## config.mk

```make
export PLATFORM = sky130hd
export DESIGN_NAME = mem_access_flat
export DESIGN_NICKNAME = d
export VERILOG_FILES = /design/src/rtl/mem_access_if.sv /design/src/rtl/mem_access.sv /design/src/flat_wrapper.sv
export SDC_FILE = /design/constraint.sdc
export NUM_CORES = 1
export LEC_CHECK = 0
export CAP_MARGIN = 20
export CELL_PAD_IN_SITES_DETAIL_PLACEMENT = 1
export CELL_PAD_IN_SITES_GLOBAL_PLACEMENT = 1
export CORE_ASPECT_RATIO = 1.75
export CORE_MARGIN = 4
export CORE_UTILIZATION = 31
export DETAILED_ROUTE_END_ITERATION = 16
export PLACE_DENSITY_LB_ADDON = 0.08
export SLEW_MARGIN = 20
export SYNTH_ARGS = -nofsm -noshare
export SYNTH_HDL_FRONTEND = slang
export SYNTH_SLANG_ARGS = --single-unit
export TNS_END_PERCENT = 50
```

## constraint.sdc

```tcl
create_clock -name clk -period 3.5 [get_ports clk]
set_input_delay 0.7 -clock clk [delete_from_list [all_inputs] [get_ports clk]]
set_output_delay 0.7 -clock clk [all_outputs]
set_load 0.005 [all_outputs]
```

## src/rtl/mem_access_if.sv

```systemverilog
// Bus bundle between execute, the memory stage and the data RAM.
// slave = memory stage view, master = execute/RAM side view.
interface mem_access_if;
  // request from execute
  logic        ex2mem_mem_en;
  logic        ex2mem_load;
  logic        ex2mem_store;
  logic        ex2mem_wr_mem;
  logic [31:0] ex2mem_memaddr;
  logic [31:0] ex2mem_wr_memwdata;
  logic [2:0]  ex2mem_mem_op;
  logic        ex2mem_wr_reg;
  logic [4:0]  ex2mem_wr_regindex;
  logic [31:0] ex2mem_wr_wdata;
  // data RAM
  logic [31:0] ram2mem_rdata;
  logic        mem2ram_we;
  logic [29:0] mem2ram_addr;
  logic [31:0] mem2ram_wdata;
  logic [3:0]  mem2ram_be;
  // feedback to execute
  logic        store_misaligned_exxeption;
  logic [31:0] mem2ex_memadr;
  logic [2:0]  mem2ex_mem_op;
  logic        ex2mem_store_ffout;
  logic        ex2mem_mem_en_ffout;
  logic        mem_stall;
  // writeback
  logic        mem2wb_wr_reg;
  logic [4:0]  mem2wb_wr_regindex;
  logic [31:0] mem2wb_wr_wdata;
  logic        load_misaligned_exp;
  logic [31:0] mem2wb_badaddr;

  modport slave (
    input  ex2mem_mem_en, ex2mem_load, ex2mem_store, ex2mem_wr_mem,
           ex2mem_memaddr, ex2mem_wr_memwdata, ex2mem_mem_op,
           ex2mem_wr_reg, ex2mem_wr_regindex, ex2mem_wr_wdata, ram2mem_rdata,
    output mem2ram_we, mem2ram_addr, mem2ram_wdata, mem2ram_be,
           store_misaligned_exxeption, mem2ex_memadr, mem2ex_mem_op,
           ex2mem_store_ffout, ex2mem_mem_en_ffout, mem_stall,
           mem2wb_wr_reg, mem2wb_wr_regindex, mem2wb_wr_wdata,
           load_misaligned_exp, mem2wb_badaddr
  );

  modport master (
    output ex2mem_mem_en, ex2mem_load, ex2mem_store, ex2mem_wr_mem,
           ex2mem_memaddr, ex2mem_wr_memwdata, ex2mem_mem_op,
           ex2mem_wr_reg, ex2mem_wr_regindex, ex2mem_wr_wdata, ram2mem_rdata,
    input  mem2ram_we, mem2ram_addr, mem2ram_wdata, mem2ram_be,
           store_misaligned_exxeption, mem2ex_memadr, mem2ex_mem_op,
           ex2mem_store_ffout, ex2mem_mem_en_ffout, mem_stall,
           mem2wb_wr_reg, mem2wb_wr_regindex, mem2wb_wr_wdata,
           load_misaligned_exp, mem2wb_badaddr
  );
endinterface

```

## src/rtl/mem_access.sv

```systemverilog
// Memory access stage: one register stage on the execute request, RAM store
// with byte enables (word-crossing stores split over two cycles), load
// extract/extend and writeback mux.
module mem_access (
  input  logic          clk,
  input  logic          rstn,
  mem_access_if.slave   bus
);

  localparam logic [2:0] OP_B  = 3'd0;
  localparam logic [2:0] OP_H  = 3'd1;
  localparam logic [2:0] OP_W  = 3'd2;
  localparam logic [2:0] OP_BU = 3'd4;
  localparam logic [2:0] OP_HU = 3'd5;

  typedef struct packed {
    logic        mem_en;
    logic        load;
    logic        store;
    logic        wr_mem;
    logic [31:0] addr;
    logic [31:0] wdata;
    logic [2:0]  op;
    logic        wr_reg;
    logic [4:0]  wr_idx;
    logic [31:0] wr_wdata;
  } req_t;

  typedef enum logic {IDLE = 1'b0, SPLIT = 1'b1} state_e;

  req_t        req_in, rq;
  state_e      state, state_nxt;
  logic [1:0]  a;
  logic [3:0]  mask;
  logic        misal;
  logic        is_store, is_load;
  logic [7:0]  be_wide;
  logic [63:0] wd_wide;
  logic [29:0] word_nxt;
  logic [31:0] lsh;
  logic [31:0] ld_data;
  logic        stall;

  // Bundle the execute request into one word for the stage register.
  always_comb begin
    req_in          = '0;
    req_in.mem_en   = bus.ex2mem_mem_en;
    req_in.load     = bus.ex2mem_load;
    req_in.store    = bus.ex2mem_store;
    req_in.wr_mem   = bus.ex2mem_wr_mem;
    req_in.addr     = bus.ex2mem_memaddr;
    req_in.wdata    = bus.ex2mem_wr_memwdata;
    req_in.op       = bus.ex2mem_mem_op;
    req_in.wr_reg   = bus.ex2mem_wr_reg;
    req_in.wr_idx   = bus.ex2mem_wr_regindex;
    req_in.wr_wdata = bus.ex2mem_wr_wdata;
  end

  // Stage register: reset wins over stall; stall holds the request so the
  // second half of a split store still sees the original address/data.
  always_ff @(posedge clk) begin
    if (!rstn)       rq <= '0;
    else if (!stall) rq <= req_in;
  end

  // Access size mask and word-crossing detection.
  always_comb begin
    a     = rq.addr[1:0];
    mask  = 4'b0000;
    misal = 1'b0;
    case (rq.op)
      OP_B, OP_BU: mask = 4'b0001;
      OP_H, OP_HU: begin mask = 4'b0011; misal = (a == 2'd3); end
      OP_W:        begin mask = 4'b1111; misal = (a != 2'd0); end
      default:     mask = 4'b0000;
    endcase
  end

  // Byte lanes and data shifted across an 8-byte window: the low half is
  // the first word, the high half spills into the next word.
  always_comb begin
    is_store = rq.mem_en & rq.store;
    is_load  = rq.mem_en & rq.load & ~rq.store;
    be_wide  = {4'b0000, mask} << a;
    wd_wide  = {32'd0, rq.wdata} << {a, 3'b000};
    word_nxt = rq.addr[31:2] + 30'd1;
  end

  // Load extract and sign/zero extension.
  always_comb begin
    lsh = bus.ram2mem_rdata >> {a, 3'b000};
    case (rq.op)
      OP_B:    ld_data = {{24{lsh[7]}}, lsh[7:0]};
      OP_BU:   ld_data = {24'd0, lsh[7:0]};
      OP_H:    ld_data = {{16{lsh[15]}}, lsh[15:0]};
      OP_HU:   ld_data = {16'd0, lsh[15:0]};
      default: ld_data = bus.ram2mem_rdata;
    endcase
  end

  // FSM state register.
  always_ff @(posedge clk) begin
    if (!rstn) state <= IDLE;
    else       state <= state_nxt;
  end

  // FSM next state: a split store spends exactly one extra cycle.
  always_comb begin
    state_nxt = state;
    case (state)
      IDLE:    if (is_store && misal) state_nxt = SPLIT;
      SPLIT:   state_nxt = IDLE;
      default: state_nxt = IDLE;
    endcase
  end

  // FSM outputs: RAM write port, split-store redirect and stall.
  always_comb begin
    bus.mem2ram_we                 = 1'b0;
    bus.mem2ram_addr               = '0;
    bus.mem2ram_wdata              = '0;
    bus.mem2ram_be                 = '0;
    bus.store_misaligned_exxeption = 1'b0;
    bus.mem2ex_memadr              = '0;
    bus.mem2ex_mem_op              = '0;
    stall                          = 1'b0;
    if (state == SPLIT) begin
      bus.mem2ram_we    = 1'b1;
      bus.mem2ram_addr  = word_nxt;
      bus.mem2ram_be    = be_wide[7:4];
      bus.mem2ram_wdata = wd_wide[63:32];
    end else if (is_store) begin
      bus.mem2ram_we    = 1'b1;
      bus.mem2ram_addr  = rq.addr[31:2];
      bus.mem2ram_be    = be_wide[3:0];
      bus.mem2ram_wdata = wd_wide[31:0];
      if (misal) begin
        bus.store_misaligned_exxeption = 1'b1;
        bus.mem2ex_memadr              = {word_nxt, 2'b00};
        bus.mem2ex_mem_op              = rq.op;
        stall                          = 1'b1;
      end
    end
  end

  // Writeback mux: memory-write ops never write the register file,
  // misaligned loads trap instead of writing back.
  always_comb begin
    bus.mem2wb_wr_regindex  = rq.wr_idx;
    bus.mem2wb_wr_reg       = rq.wr_reg & ~(rq.mem_en & (rq.store | rq.wr_mem));
    bus.mem2wb_wr_wdata     = rq.wr_wdata;
    bus.load_misaligned_exp = 1'b0;
    bus.mem2wb_badaddr      = '0;
    if (is_load) begin
      if (misal) begin
        bus.load_misaligned_exp = 1'b1;
        bus.mem2wb_badaddr      = rq.addr;
        bus.mem2wb_wr_reg       = 1'b0;
        bus.mem2wb_wr_wdata     = '0;
      end else begin
        bus.mem2wb_wr_reg       = rq.wr_reg;
        bus.mem2wb_wr_wdata     = ld_data;
      end
    end
  end

  // Registered qualifiers for execute's conflict check.
  always_comb begin
    bus.mem_stall           = stall;
    bus.ex2mem_store_ffout  = rq.store;
    bus.ex2mem_mem_en_ffout = rq.mem_en;
  end

endmodule

```

## src/flat_wrapper.sv

```systemverilog
// flat-port wrapper written by rule: the top's interface ports become plain ports
module mem_access_flat 
  (clk, rstn, bus_ex2mem_mem_en, bus_ex2mem_load, bus_ex2mem_store, bus_ex2mem_wr_mem, bus_ex2mem_memaddr, bus_ex2mem_wr_memwdata, bus_ex2mem_mem_op, bus_ex2mem_wr_reg, bus_ex2mem_wr_regindex, bus_ex2mem_wr_wdata, bus_ram2mem_rdata, bus_mem2ram_we, bus_mem2ram_addr, bus_mem2ram_wdata, bus_mem2ram_be, bus_store_misaligned_exxeption, bus_mem2ex_memadr, bus_mem2ex_mem_op, bus_ex2mem_store_ffout, bus_ex2mem_mem_en_ffout, bus_mem_stall, bus_mem2wb_wr_reg, bus_mem2wb_wr_regindex, bus_mem2wb_wr_wdata, bus_load_misaligned_exp, bus_mem2wb_badaddr);
  mem_access_if bus_i ();
  input  logic clk;
  input  logic rstn;
  input wire logic [$bits(bus_i.ex2mem_mem_en)-1:0] bus_ex2mem_mem_en;
  input wire logic [$bits(bus_i.ex2mem_load)-1:0] bus_ex2mem_load;
  input wire logic [$bits(bus_i.ex2mem_store)-1:0] bus_ex2mem_store;
  input wire logic [$bits(bus_i.ex2mem_wr_mem)-1:0] bus_ex2mem_wr_mem;
  input wire logic [$bits(bus_i.ex2mem_memaddr)-1:0] bus_ex2mem_memaddr;
  input wire logic [$bits(bus_i.ex2mem_wr_memwdata)-1:0] bus_ex2mem_wr_memwdata;
  input wire logic [$bits(bus_i.ex2mem_mem_op)-1:0] bus_ex2mem_mem_op;
  input wire logic [$bits(bus_i.ex2mem_wr_reg)-1:0] bus_ex2mem_wr_reg;
  input wire logic [$bits(bus_i.ex2mem_wr_regindex)-1:0] bus_ex2mem_wr_regindex;
  input wire logic [$bits(bus_i.ex2mem_wr_wdata)-1:0] bus_ex2mem_wr_wdata;
  input wire logic [$bits(bus_i.ram2mem_rdata)-1:0] bus_ram2mem_rdata;
  output wire logic [$bits(bus_i.mem2ram_we)-1:0] bus_mem2ram_we;
  output wire logic [$bits(bus_i.mem2ram_addr)-1:0] bus_mem2ram_addr;
  output wire logic [$bits(bus_i.mem2ram_wdata)-1:0] bus_mem2ram_wdata;
  output wire logic [$bits(bus_i.mem2ram_be)-1:0] bus_mem2ram_be;
  output wire logic [$bits(bus_i.store_misaligned_exxeption)-1:0] bus_store_misaligned_exxeption;
  output wire logic [$bits(bus_i.mem2ex_memadr)-1:0] bus_mem2ex_memadr;
  output wire logic [$bits(bus_i.mem2ex_mem_op)-1:0] bus_mem2ex_mem_op;
  output wire logic [$bits(bus_i.ex2mem_store_ffout)-1:0] bus_ex2mem_store_ffout;
  output wire logic [$bits(bus_i.ex2mem_mem_en_ffout)-1:0] bus_ex2mem_mem_en_ffout;
  output wire logic [$bits(bus_i.mem_stall)-1:0] bus_mem_stall;
  output wire logic [$bits(bus_i.mem2wb_wr_reg)-1:0] bus_mem2wb_wr_reg;
  output wire logic [$bits(bus_i.mem2wb_wr_regindex)-1:0] bus_mem2wb_wr_regindex;
  output wire logic [$bits(bus_i.mem2wb_wr_wdata)-1:0] bus_mem2wb_wr_wdata;
  output wire logic [$bits(bus_i.load_misaligned_exp)-1:0] bus_load_misaligned_exp;
  output wire logic [$bits(bus_i.mem2wb_badaddr)-1:0] bus_mem2wb_badaddr;
  assign bus_i.ex2mem_mem_en = bus_ex2mem_mem_en;
  assign bus_i.ex2mem_load = bus_ex2mem_load;
  assign bus_i.ex2mem_store = bus_ex2mem_store;
  assign bus_i.ex2mem_wr_mem = bus_ex2mem_wr_mem;
  assign bus_i.ex2mem_memaddr = bus_ex2mem_memaddr;
  assign bus_i.ex2mem_wr_memwdata = bus_ex2mem_wr_memwdata;
  assign bus_i.ex2mem_mem_op = bus_ex2mem_mem_op;
  assign bus_i.ex2mem_wr_reg = bus_ex2mem_wr_reg;
  assign bus_i.ex2mem_wr_regindex = bus_ex2mem_wr_regindex;
  assign bus_i.ex2mem_wr_wdata = bus_ex2mem_wr_wdata;
  assign bus_i.ram2mem_rdata = bus_ram2mem_rdata;
  assign bus_mem2ram_we = bus_i.mem2ram_we;
  assign bus_mem2ram_addr = bus_i.mem2ram_addr;
  assign bus_mem2ram_wdata = bus_i.mem2ram_wdata;
  assign bus_mem2ram_be = bus_i.mem2ram_be;
  assign bus_store_misaligned_exxeption = bus_i.store_misaligned_exxeption;
  assign bus_mem2ex_memadr = bus_i.mem2ex_memadr;
  assign bus_mem2ex_mem_op = bus_i.mem2ex_mem_op;
  assign bus_ex2mem_store_ffout = bus_i.ex2mem_store_ffout;
  assign bus_ex2mem_mem_en_ffout = bus_i.ex2mem_mem_en_ffout;
  assign bus_mem_stall = bus_i.mem_stall;
  assign bus_mem2wb_wr_reg = bus_i.mem2wb_wr_reg;
  assign bus_mem2wb_wr_regindex = bus_i.mem2wb_wr_regindex;
  assign bus_mem2wb_wr_wdata = bus_i.mem2wb_wr_wdata;
  assign bus_load_misaligned_exp = bus_i.load_misaligned_exp;
  assign bus_mem2wb_badaddr = bus_i.mem2wb_badaddr;
  mem_access u_core (.clk(clk), .rstn(rstn), .bus(bus_i));
endmodule
```

Word level (Yosys, flattened, before mapping)
Index checks and enable logic that the tools add are counted.

Bitwise logic cells: 9. Reduce and logical (&&, ||, !) cells: 5. Shift-type cells: 3. $add $sub $neg: 1. Equal/unequal tests: 5. Muxes and demuxes: 29.

Operators with widths (count): $mux W32 (9); $pmux W32 S4 (1); $shl A32 B5 Y64 (1); $mux W30 (2); $shr A32 B5 Y16 (1); $add A30 B1 Y30 const B (1); $pmux W4 S3 (1); $mux W1 (9); $mux W3 (3); $mux W4 (2); $shl A4 B2 Y8 (1); $eq A3 B3 Y1 const B (2); $and A1 B1 Y1 (5); $pmux W1 S2 (2); $reduce_or A2 Y1 (2); $eq A3 B1 Y1 const B (1); $eq A3 B2 Y1 const B (1); $logic_not A3 Y1 (1); $not A1 Y1 (3); $eq A2 B2 Y1 const B (1); $reduce_bool A2 Y1 (1); $logic_and A1 B1 Y1 (1); $or A1 B1 Y1 (1).

Output and inout port bits: 177. Input port bits: 143. Word-level logic and storage cells: 63. Bits in registers: 110.

Depth between registers and ports, before layout
Gate-level depths: netlist (run 1).

Word-level depth: 6. Mapped depth: 8. Depth with buffers taken out: 5.

Worst setup path after synthesis (run 1)
OpenSTA, ideal clock, no wires.

Path type: register to output. Start point: register u_core.rq[75] (netlist name). End point: output port bus_mem2ex_memadr[28]. Setup slack: 630 ps. Required time: 2800 ps. Path buffers: 1. Arrival: 2170 ps. Stages on the path, launching flop included: 7. Cell sequence: dfxtp_1 ha_1 nand4_2 or4_1 buf_2 or3_1 a21oi_1.

Longest elaborated chain between the ends: 4.

RTL lines: start: declaration (line mem_access.sv:31) `req_t req_in, rq;`; start signal: assignment (line mem_access.sv:63) `else if (!stall) rq <= req_in;`; $add A30 B1 Y30 (line mem_access.sv:86) `word_nxt = rq.addr[31:2] + 30'd1;`; $mux W32 (line mem_access.sv:137) `if (misal) begin`; $mux W32 (line mem_access.sv:132) `end else if (is_store) begin`; $mux W32 (line mem_access.sv:127) `if (state == SPLIT) begin`; end: declaration (line flat_wrapper.sv:23) `output wire logic [$bits(bus_i.mem2ex_memadr)-1:0] bus_mem2ex_memadr;`.

No other way between the ends.

Final worst setup path (run 1)
Start point: register u_core.rq[75] (netlist name). End point: output port bus_mem2ram_addr[25].

Longest elaborated chain between the ends: 2.

RTL lines: $add A30 B1 Y30 (line mem_access.sv:86); $mux W30 (line mem_access.sv:127); end: declaration (line flat_wrapper.sv:19) `output wire logic [$bits(bus_i.mem2ram_addr)-1:0] bus_mem2ram_addr;`.

No other way between the ends.

==> impl_metrics.ini, run 1 <==
[synth]
number_of_synthesized_flops_with_an_enable_pin = 0
synth.area.top_cells = dfxtp_1 27%, o21ai_0 9.3%, nand3_1 7.6%, a21boi_1 5.3%, a21boi_0 4.7%
syn-instance-count = 1125
ys_seq_area_share_pct = 27.3
yosys.cell_count.top_type = o21ai_0
synth-seq-cells = 110
ys_dominant_reg_cell = dfxtp_1
post_synthesis_async_set_or_reset_flop_share_pct = 0
yosysTopAreaCell = dfxtp_1
synth_common_cells = 149 x o21ai_0, 123 x nand3_1, 110 x dfxtp_1, 99 x clkbuf_1, 98 x nand2_1
yosysTopAreaCellShare_pct = 27.3
synth.avg_cell_area_sq_um = 7.16
yosysUniqueCellTypes = 64
yosys_warnings = 0
post_synth_instance_area_sq_mm = 0.00805

[detailed_routing]
wl_met1_um = 14300
detail_route.first_pass.iterations = 5
vias_per_cell = 5.71
final_antenna_net_count = 0
met2_length_um = 20600
met3WireLength_um = 2080
top_signal_layer_used = met4
drc = 0
postRouteWirelength_um = 38500
detailroute.via_count = 9739
drt-initial-drc-count = 554
wire_per_inst_um = 22.5

[die]
core_area_sq_mm = 0.0254
fp.dieH_um = 221
dieArea_sq_mm = 0.0287
fp.dieW_um = 130
ioPinCount = 320
core.rowCount = 77
initial_core_utilization_pct = 31.7

[timing]
setup_total_negative_slack_ps = 0
worstMarginPinSlew_ps = 584
worst_hold_slack_ps = 467
post-route-period-util_pct = 98.4
timing.final.max_slew_violations = 0
rsz0062_at_grt = true
report.final.hold_viol_count = 0
fmaxAchievable_mhz = 290
worst_clock_skew_ps = 7.09
final.min_clock_period_ps = 3450
timing.final.setup_violations = 0
maxSlewHeadroom_pct = 60.7
setup_ws_ps = 54.3

[place]
detailed_place.area_sq_mm = 0.0115
place_hpwl_um = 27200
dp.cells = 1670
globalplace.congestion = 0.885
port_buffers = 317
dpl_worst_slack_ps = -197

[setup_path]
largest_fanout_on_the_critical_path = 8
crit_path_start_kind = register
criticalPathCategory = reg -> out
timing.critical_path.arrival_ps = 2750
setup.worst_path.start = u_core.rq[75]
worst_setup_path_end_kind = output pin
reg2reg_setup_slack_ps = 1500
r2r-start = u_core.rq[38]
critical_path_required_ps = 2800

[power_and_ir_drop]
post-layout-total-power_mw = 3.25
power.internal_mw = 2.27
cellPowerDensity_mw_per_mm2 = 268
combinationalPowerShare_pct = 21.2
power.net_switching_uw = 985
power_switching_share_pct = 30.3
clock_power_share_pct = 35.5
pwr-share-seq_pct = 43.3
vdd_ir_drop_max_mv = 0.213
total_leakage_power_nw = 4.40

[hold_path]
hold_start = u_core.bus.mem2wb_wr_regindex[4]
timing.hold.worst.class = reg -> reg

[clock_network]
cts_made_buffers = 9
clockRootBuffer = clkbuf_16
htree_num_levels = 3
clock_tree_from_tritoncts = yes
cts-root-to-sink-buffers = 2
clock_pin_slew_worst_setup_and_hold_paths_ps = 80
clock_insertion_delay_worst_skew_ps = 370
cts_num_sinks = 110

[cells_and_area]
area_growth_syn_to_layout_pct = 50.6
layout.nets = 1526
post_layout_nonfiller_instances = 1706
fraction_of_layout_cells_with_a_size_suffix_above_1_pct = 10.5
post-route-cell-area_sq_mm = 0.0121
postLayoutCoreUtil_pct = 47.7

[status]
run_status = finished clean

[global_routing]
number_of_global_route_vias_before_repair = 9835
globalRoute.totalOverflow = 0
first_pass_grt_wire_length_um = 58700
grt_antenna_before_repair = 3
maximum_number_of_pins_on_one_net_before_global_route_repair = 111
track_usage_pct = 26.0

[flow_run]
drv_cap = 0
[worst paths after layout]
kind,to,cells past startpoint
worst max-delay path,bus_mem2ram_addr[25],6
worst min register to register,u_core.bus.mem2wb_wr_regindex[4],2
worst min-delay path,u_core.bus.mem2wb_wr_regindex[4],2
worst max register to register,u_core.rq[40],5
[placed cells by master (no fill, tap or decap), types with 14 or more instances in the layout]
cell,Yosys,routed
a21boi_0,50,50
nor3_1,17,17
mux2i_1,37,37
clkdlybuf4s50_1,0,288
buf_4,8,53
a22oi_1,25,25
dfxtp_2,0,15
a21boi_1,57,57
a21oi_1,32,30
dfxtp_1,110,90
nand2_1,98,98
o21ai_0,149,149
nor2_1,40,37
nand3_1,123,122
and2_1,26,26
and3_1,15,14
[timing repair]
| item | in CTS | in global routing |
|---|---|---|
| buffers inserted | 8 | 5 |
| cloned | 3 | 0 |
| pin swaps | 6 | 4 |
| gates resized for setup | 53 | 49 |
| hold buffers | 0 | 0 |
| setup endpoints to repair | 60 | 42 |
[worst max-delay path, stage by stage (launching register included)]
cell	delay, ps
dfxtp_2	350
buf_6	140
nand4_4	170
or4_4	650
o311a_1	320
a221o_1	280
clkdlybuf4s50_1	460
[logic make-up (layout without fill, tap and decap cells)]
family,Yosys count,in the layout,synth area share [%]
flip-flops,110,110,27.3
other,1,5,0.0466
adder cells (fa/ha/maj),1,1,0.155
buffers and inverters,152,411,8.02
multiplexers,38,38,4.88
AO/OA/AOI/OAI,416,416,33.1
XOR/XNOR,13,13,1.41
AND/OR/NAND/NOR,394,396,25.0
[per-layer routing]
metal / GRT usage [%] / vias to the layer above
li1: - / 4589
met1: 29.1 / 4794
met2: 47.1 / 297
met3: 4.97 / 59
met4: 10.3 / 0
met5: 0 / -
[flip-flops by register name, summed over array words and instances (netlist names)]
name,count
u_core.bus.mem2wb_wr_regindex,5
u_core.a,2
u_core.state,1
u_core.bus.ex2mem_store_ffout,1
u_core.bus.ex2mem_mem_en_ffout,1
u_core.rq,100
[power groups by stage]
| stage | Clock [mW] | Sequential [mW] | Combinational (mW) |
|---|---|---|---|
| after floorplan | 0 | 1.39 | 0.337 |
| after global placement | 0 | 1.43 | 0.680 |
| after detailed placement | 0 | 1.43 | 0.689 |
| after CTS | 1.19 | 1.40 | 0.690 |
| after global routing | 1.25 | 1.42 | 0.752 |
| final | 1.16 | 1.41 | 0.691 |
[final cells by class]
cell class	count	area [sq um]
fill	3083	13300
multi-input combinational	866	5370
timing repair buffer	381	3730
clock buffer	9	225
tap	316	395
sequential	110	2240
inverter	14	52.6
clock inverter	7	103
antenna	3	7.51
(Power assumes the default switching activity.)
==> run 2, diff against run 1 <==
--- a/config.mk
+++ b/config.mk
@@ -5,12 +5,13 @@
 export SDC_FILE = /design/constraint.sdc
 export NUM_CORES = 1
 export LEC_CHECK = 0
+export ABC_AREA = 1
 export CAP_MARGIN = 20
 export CELL_PAD_IN_SITES_DETAIL_PLACEMENT = 1
 export CELL_PAD_IN_SITES_GLOBAL_PLACEMENT = 1
 export CORE_ASPECT_RATIO = 1.75
 export CORE_MARGIN = 4
-export CORE_UTILIZATION = 31
+export CORE_UTILIZATION = 28
 export DETAILED_ROUTE_END_ITERATION = 16
 export PLACE_DENSITY_LB_ADDON = 0.08
 export SLEW_MARGIN = 20
==> impl_metrics.ini, run 2 <==
[cells_and_area]
post-route-cell-area_sq_mm = 0.0112
area_growth_syn_to_layout_pct = 52.4
layout.nets = 1689
layout.filler_cells = 3444
regMostFlops = u_core.rq
mostFrequentLayoutCells = 388 x nand2_1, 316 x clkdlybuf4s50_1, 276 x nor2_1
layout.cells.most_common = nand2_1
largest_register_ffs = 100
fraction_of_layout_cells_with_a_size_suffix_above_1_pct = 6.00

[synth]
synth_common_cells = 391 x nand2_1, 278 x nor2_1, 133 x o21ai_0, 110 x dfxtp_1, 79 x nand3_1
number_of_synthesized_flops_with_an_enable_pin = 0
yosysTopAreaCellShare_pct = 30.1
post_synthesis_async_set_or_reset_flop_share_pct = 0
synth-seq-cells = 110
syn-instance-count = 1263
yosys.cell_count.top_type = nand2_1
yosysUniqueCellTypes = 30
post_synth_instance_area_sq_mm = 0.00733
yosysTopAreaCell = dfxtp_1
ys_dominant_reg_cell = dfxtp_1
ys_seq_area_share_pct = 30.1
yosys_warnings = 0
synth.area.top_cells = dfxtp_1 30%, nand2_1 20%, nor2_1 14%, o21ai_0 9.1%, nand3_1 5.4%
synth.avg_cell_area_sq_um = 5.80

[power_and_ir_drop]
power.net_switching_uw = 924
power_switching_share_pct = 28.7
combinationalPowerShare_pct = 20.2
post-layout-total-power_mw = 3.22
pwr-share-seq_pct = 43.4
power.internal_mw = 2.30
cellPowerDensity_mw_per_mm2 = 288
clock_power_share_pct = 36.5
vdd_ir_drop_max_mv = 0.267
total_leakage_power_nw = 4.59

[timing]
rsz0062_at_grt = true
final.min_clock_period_ps = 3350
timing.final.setup_violations = 0
worst_clock_skew_ps = 11.1
timing.final.max_slew_violations = 0
fmaxAchievable_mhz = 298
setup_total_negative_slack_ps = 0
post-route-period-util_pct = 95.8
maxSlewHeadroom_pct = 44.2
worstMarginPinSlew_ps = 836
report.final.hold_viol_count = 0

[detailed_routing]
detailroute.via_count = 9272
postRouteWirelength_um = 37400
final_antenna_net_count = 0
vias_per_cell = 4.95
detail_route.first_pass.iterations = 4
drc = 0
drt-initial-drc-count = 476
wire_per_inst_um = 20.0

[setup_path]
crit_path_start_kind = register
largest_fanout_on_the_critical_path = 5
criticalPathCategory = reg -> out
worst_setup_path_end_kind = output pin
critical_path_required_ps = 2800
timing.critical_path.arrival_ps = 2650

[hold_path]
timing.hold.worst.class = reg -> reg

[clock_network]
cts-root-to-sink-buffers = 2
htree_num_levels = 3
clock_pin_slew_worst_setup_and_hold_paths_ps = 80
cts_num_sinks = 110
clockRootBuffer = clkbuf_16
clock_tree_from_tritoncts = yes
cts_made_buffers = 9
clock_insertion_delay_worst_skew_ps = 380

[global_routing]
track_usage_pct = 25.7
globalRoute.totalOverflow = 0
number_of_global_route_vias_before_repair = 9877
maximum_number_of_pins_on_one_net_before_global_route_repair = 72
first_pass_grt_wire_length_um = 56800
grt_antenna_before_repair = 3

[die]
dieArea_sq_mm = 0.0289
fp.dieW_um = 130
initial_core_utilization_pct = 28.3
core_area_sq_mm = 0.0259
ioPinCount = 320
core.rowCount = 78
fp.dieH_um = 222

[place]
port_buffers = 317
globalplace.congestion = 0.916
detailed_place.area_sq_mm = 0.0108
place_hpwl_um = 29800

[flow_run]
drv_cap = 0

[status]
run_status = finished clean
-- run 2: changes by cell type in the layout (fill, tap and decap cells not counted), moves of 17 or more --
cell / previous run / this run
nand3_1: 122 / 79
nand2_1: 98 / 388
nor3_1: 17 / 0
and2_1: 26 / 3
a21boi_1: 57 / 0
clkdlybuf4s50_1: 288 / 316
mux2i_1: 37 / 17
a21boi_0: 50 / 0
inv_1: 12 / 52
nor2_1: 37 / 276
a22oi_1: 25 / 0
-- run 2: final cells by class --
type | instances | area, sq um | share of cell area (%)
inverters | 60 | 234 | 2.10
clock buffers | 9 | 225 | 2.02
well taps | 320 | 400 | 3.59
diodes | 3 | 7.51 | 0.0672
flip-flops and latches | 110 | 2210 | 19.8
multi-input cells | 1008 | 4510 | 40.4
clock inverters | 6 | 105 | 0.941
repair buffers | 356 | 3480 | 31.1
-- run 2: final timing paths --
path	startpoint	endpoint	slack, ps	depth (start not counted)
worst min-delay path	u_core.rq[81]	u_core.rq[81]	510	2
worst max-delay path	u_core.rq[89]	bus_mem2ex_memadr[19]	150	7
worst max register to register	u_core.rq[38]	u_core.rq[54]	930	9
worst min register to register	u_core.rq[81]	u_core.rq[81]	510	2
-- run 2: worst max-delay path: stages (launching register included) --
cell and delay [ps]:
dfxtp_1 530, nand2_1 140, nor2_1 310, nand2_1 200, nor2_1 250, nand3_1 140
a21oi_1 180, clkdlybuf4s50_1 540
-- run 2: routing by layer --
metal / vias to the layer above / part of all wire [%] / GRT usage [%] / routed length (um)
met5: - / 0 / 0 / 0
met4: 0 / 5.8 / 13.6 / 2180
met3: 84 / 5.8 / 5.71 / 2160
met2: 304 / 53 / 47.0 / 19700
met1: 4291 / 36 / 26.5 / 13400
li1: 4593 / - / - / -
-- run 2: repair_timing --
item	CTS	global route
gates resized for setup	3	13
endpoints found under the setup margin	13	40
hold buffers	0	0
setup buffers	0	2
-- run 2: cell families (layout without fill, tap and decap cells) --
group,count (synthesis),count (layout),synth area share [%]
adder cells (fa/ha/maj),1,1,0.171
other,1,5,0.0512
XOR/XNOR,10,10,1.20
buffers and inverters,146,431,8.83
multiplexers,17,17,2.32
flip-flops,110,110,30.1
AO/OA/AOI/OAI,200,200,14.7
AND/OR/NAND/NOR,778,778,42.6
-- run 2: power groups by stage --
stage               sequential, mW  clock [mW]  combinational [mW]
floorplan                     1.39           0               0.293
global placement              1.42           0               0.643
detailed placement            1.42           0               0.649
CTS                           1.40        1.21               0.654
global route                  1.41        1.27               0.720
finish                        1.40        1.17               0.650
-- run 2: per-stage QoR --
| stage | utilization, % | cells | setup WS [ps] | hold slack (ps) |
|---|---|---|---|---|
| floorplan | - | 1264 | 1160 | 452 |
| detailed placement | 41.6 | 1852 | 200 | 497 |
| CTS | 43.0 | 1867 | 0.521 | 509 |
| global placement | 41.6 | 1852 | 264 | 492 |
| global route | 43.2 | 1872 | -19.8 | 533 |
| finish | 43.2 | 1872 | 147 | 505 |
==> run 3, diff against run 2 <==
--- a/config.mk
+++ b/config.mk
@@ -6,7 +6,7 @@
 export NUM_CORES = 1
 export LEC_CHECK = 0
 export ABC_AREA = 1
-export CAP_MARGIN = 20
+export CAP_MARGIN = 30
 export CELL_PAD_IN_SITES_DETAIL_PLACEMENT = 1
 export CELL_PAD_IN_SITES_GLOBAL_PLACEMENT = 1
 export CORE_ASPECT_RATIO = 1.75
==> results of run 3 <==
Same layout as run 2: the final DEF is identical, and so are final timing and power.
==> RTL edit, RTL diff (settings of run 2) <==
Make the reset (`rstn`) asynchronous in 2 clocked blocks.
--- a/src/rtl/mem_access.sv
+++ b/src/rtl/mem_access.sv
@@ -60,3 +60,3 @@
   // second half of a split store still sees the original address/data.
-  always_ff @(posedge clk) begin
+  always_ff @(posedge clk or negedge rstn) begin
     if (!rstn)       rq <= '0;
@@ -101,3 +101,3 @@
   // FSM state register.
-  always_ff @(posedge clk) begin
+  always_ff @(posedge clk or negedge rstn) begin
     if (!rstn) state <= IDLE;
Check against the original RTL: differs if rstn is asserted again (counterexample within 4 cycles, from zero or initial values and one cycle with rstn low); with rstn held inactive, the same outputs for 4 cycles.
==> RTL edit against run 2 <==
Sequential cell count unchanged. Critical path type unchanged. Wire length increased by 0.20%. Clock skew about the same. Worst setup slack improved by 0.044 ns. Utilization decreased by 0.28 points. Via count decreased by 0.36%. Synthesized area increased by 5.7%. Final area increased by 4.6%. Power increased by 14%.
==> RTL edit: results (changes against run 2) <==
{
  "largest_register_ffs": {"value": 100, "change": "unchanged"},
  "port-buffer-count": {"value": 317, "change": "unchanged"},
  "place_area": {"value": 11220, "unit": "um^2", "change": "+4.2%"},
  "cts_made_buffers": {"value": 9, "change": "unchanged"},
  "status": "finished clean",
  "leakagePower": {"value": 5.461, "unit": "nW", "change": "+19%"},
  "wl_per_cell": {"value": 19.40, "unit": "um", "change": "-3.0%"},
  "ys_top_cells_by_count": "sky130_fd_sc_hd__nand2_1, sky130_fd_sc_hd__nor2_1, sky130_fd_sc_hd__o21ai_0",
  "grt_pass1_wl": {"value": 58150, "unit": "um", "change": "+2.4%"},
  "clk_pin_slew_worst_paths": {"value": 0.08, "unit": "ns", "change": "about the same"},
  "via_count_of_the_first_global_routing_pass": {"value": 9955, "change": "+0.79%"},
  "crit_arrival": {"value": 2.61, "unit": "ns", "change": "-0.04 ns"},
  "tightestPinTransition": {"value": 0.6135, "unit": "ns", "change": "-0.2230 ns"},
  "drt_iter0_drc": {"value": 454, "change": "-4.6%"},
  "worstHoldPathType": "in -> async",
  "globalplace.congestion": {"value": 0.9753, "change": "+6.5%"},
  "synth_warnings": {"value": 0, "change": "unchanged"},
  "cp_max_fo": {"value": 4, "change": "-1"},
  "post_synth_main_area_contributors": "sky130_fd_sc_hd__dfrtp_1, sky130_fd_sc_hd__nand2_1, sky130_fd_sc_hd__o21ai_0",
  "drt-total-wl": {"value": 37510, "unit": "um", "change": "+0.20%"},
  "drive_gt1_share": {"value": 6.014, "unit": "%", "change": "+0.010 points"},
  "cts-htree-levels": {"value": 3, "change": "unchanged"},
  "netlist-cell-type-count": {"value": 34, "change": "+13%"},
  "post-cts-setup-buffer-count": {"value": 2, "change": "+2"},
  "finish.net_count": {"value": 1702, "change": "+0.77%"},
  "route.detailed.vias_per_inst": {"value": 4.777, "change": "-3.6%"},
  "grt.total_usage": {"value": 24.70, "unit": "%", "change": "-1.0 points"},
  "grt_max_degree": {"value": 61, "change": "-15%"},
  "cts_root_buffer": "sky130_fd_sc_hd__clkbuf_16",
  "worst_clock_skew": {"value": 0.01101, "unit": "ns", "change": "-0.00009830 ns"},
  "number_of_placed_instances_with_taps_included": {"value": 1909, "change": "+3.1%"},
  "vdd.ir_drop.worst": {"value": 261.1, "unit": "uV", "change": "-2.3%"},
  "synth_cells": {"value": 1267, "change": "+0.32%"},
  "grt_overflow_total": {"value": 0, "change": "unchanged"},
  "ys_seq_area_share": {"value": 35.55, "unit": "%", "change": "+5.5 points"},
  "finalHoldViolations": {"value": 0, "change": "unchanged"},
  "detailedPlacementHpwl": {"value": 29260, "unit": "um", "change": "-1.8%"},
  "grt_antenna_before_repair": {"value": 5, "change": "+2"},
  "synthArstFlopShare": {"value": 100.0, "unit": "%", "change": "+100 points"}
}
==> RTL edit: cell types whose count changed after synthesis, sizes merged, moves of 8 or more <==
cell and change:
nand2 +163, nor2 -137, dfrtp +110, dfxtp -110, nand3 -42, inv +26, o21ai +25, mux2i -17
o22ai -16, o221ai -8
==> RTL edit: cells by family after synthesis <==
kind of cell	after synthesis	synth area share (%)
fa+ha+maj	1	0.1616
xor+xnor	12	1.357
other cells	1	0.04843
flops	110	35.55
simple gates	767	38.77
buf+inv	166	9.987
compound gates	210	14.12
==> RTL edit: worst paths after layout <==
kind,slack (ns),to,cells past startpoint,from
worst max-delay path,0.19,bus_mem2ram_addr[10],10,u_core.rq[76]
worst min-delay path,0.31,u_core.bus.mem2wb_wr_regindex[3],1,rstn
worst max register to register,1.32,u_core.rq[75],10,u_core.rq[39]
worst min register to register,0.48,u_core.rq[5],2,u_core.rq[5]
max in group asynchronous,2.31,u_core.rq[54],2,rstn
min in group clk,0.48,u_core.rq[5],2,u_core.rq[5]
==> RTL edit: area by class of cell <==
type / count / area (um^2)
Tap cell: 369 / 461.7
Sequential cell: 110 / 2756
Antenna cell: 2 / 5.005
Timing Repair Buffer: 356 / 3507
Multi-Input combinational cell: 992 / 4292
Clock inverter: 7 / 87.58
Inverter: 89 / 344.1
Clock buffer: 9 / 225.2
Fill cell: 3595 / 15550
==> RTL edit: critical path, stage by stage, from the launching register on <==
cell and delay [ns]:
sky130_fd_sc_hd__dfrtp_1 0.44, sky130_fd_sc_hd__ha_1 0.21, sky130_fd_sc_hd__nand3_2 0.12, sky130_fd_sc_hd__inv_2 0.14, sky130_fd_sc_hd__nand2_1 0.14, sky130_fd_sc_hd__nor2_1 0.13
sky130_fd_sc_hd__buf_4 0.20, sky130_fd_sc_hd__xor2_2 0.18, sky130_fd_sc_hd__nand2_1 0.07, sky130_fd_sc_hd__nand2_1 0.09, sky130_fd_sc_hd__clkdlybuf4s50_1 0.50
==> RTL edit: metal layers <==
metal  track usage [%]  share of wire (%)  vias up
met3             5.820                5.5       65
met4             12.32                5.1        4
met2             45.55                 53      266
li1                  -                  -     4532
met1             25.74                 36     4372
met5                 0              0.056        -
==> RTL edit: power by group <==
group / switching [W] / leakage (nW) / internal, W
sequential: 0.0000861 / 1.29 / 0.00136
combinational: 0.000549 / 4.02 / 0.000503
clock: 0.000584 / 0.154 / 0.000575
==> RTL edit: through the flow <==
stage               util (%)  hold slack [ns]  power (W)  setup WS [ns]
global placement       41.21           0.4541   0.002504         0.2073
finish                 42.90           0.3076   0.003658         0.1912
CTS                    42.42           0.3165   0.003708        0.01740
floorplan                  -           0.4044   0.001908          1.284
detailed placement     41.21           0.4580   0.002515         0.1956
global route           42.90           0.3451   0.003885       0.008952
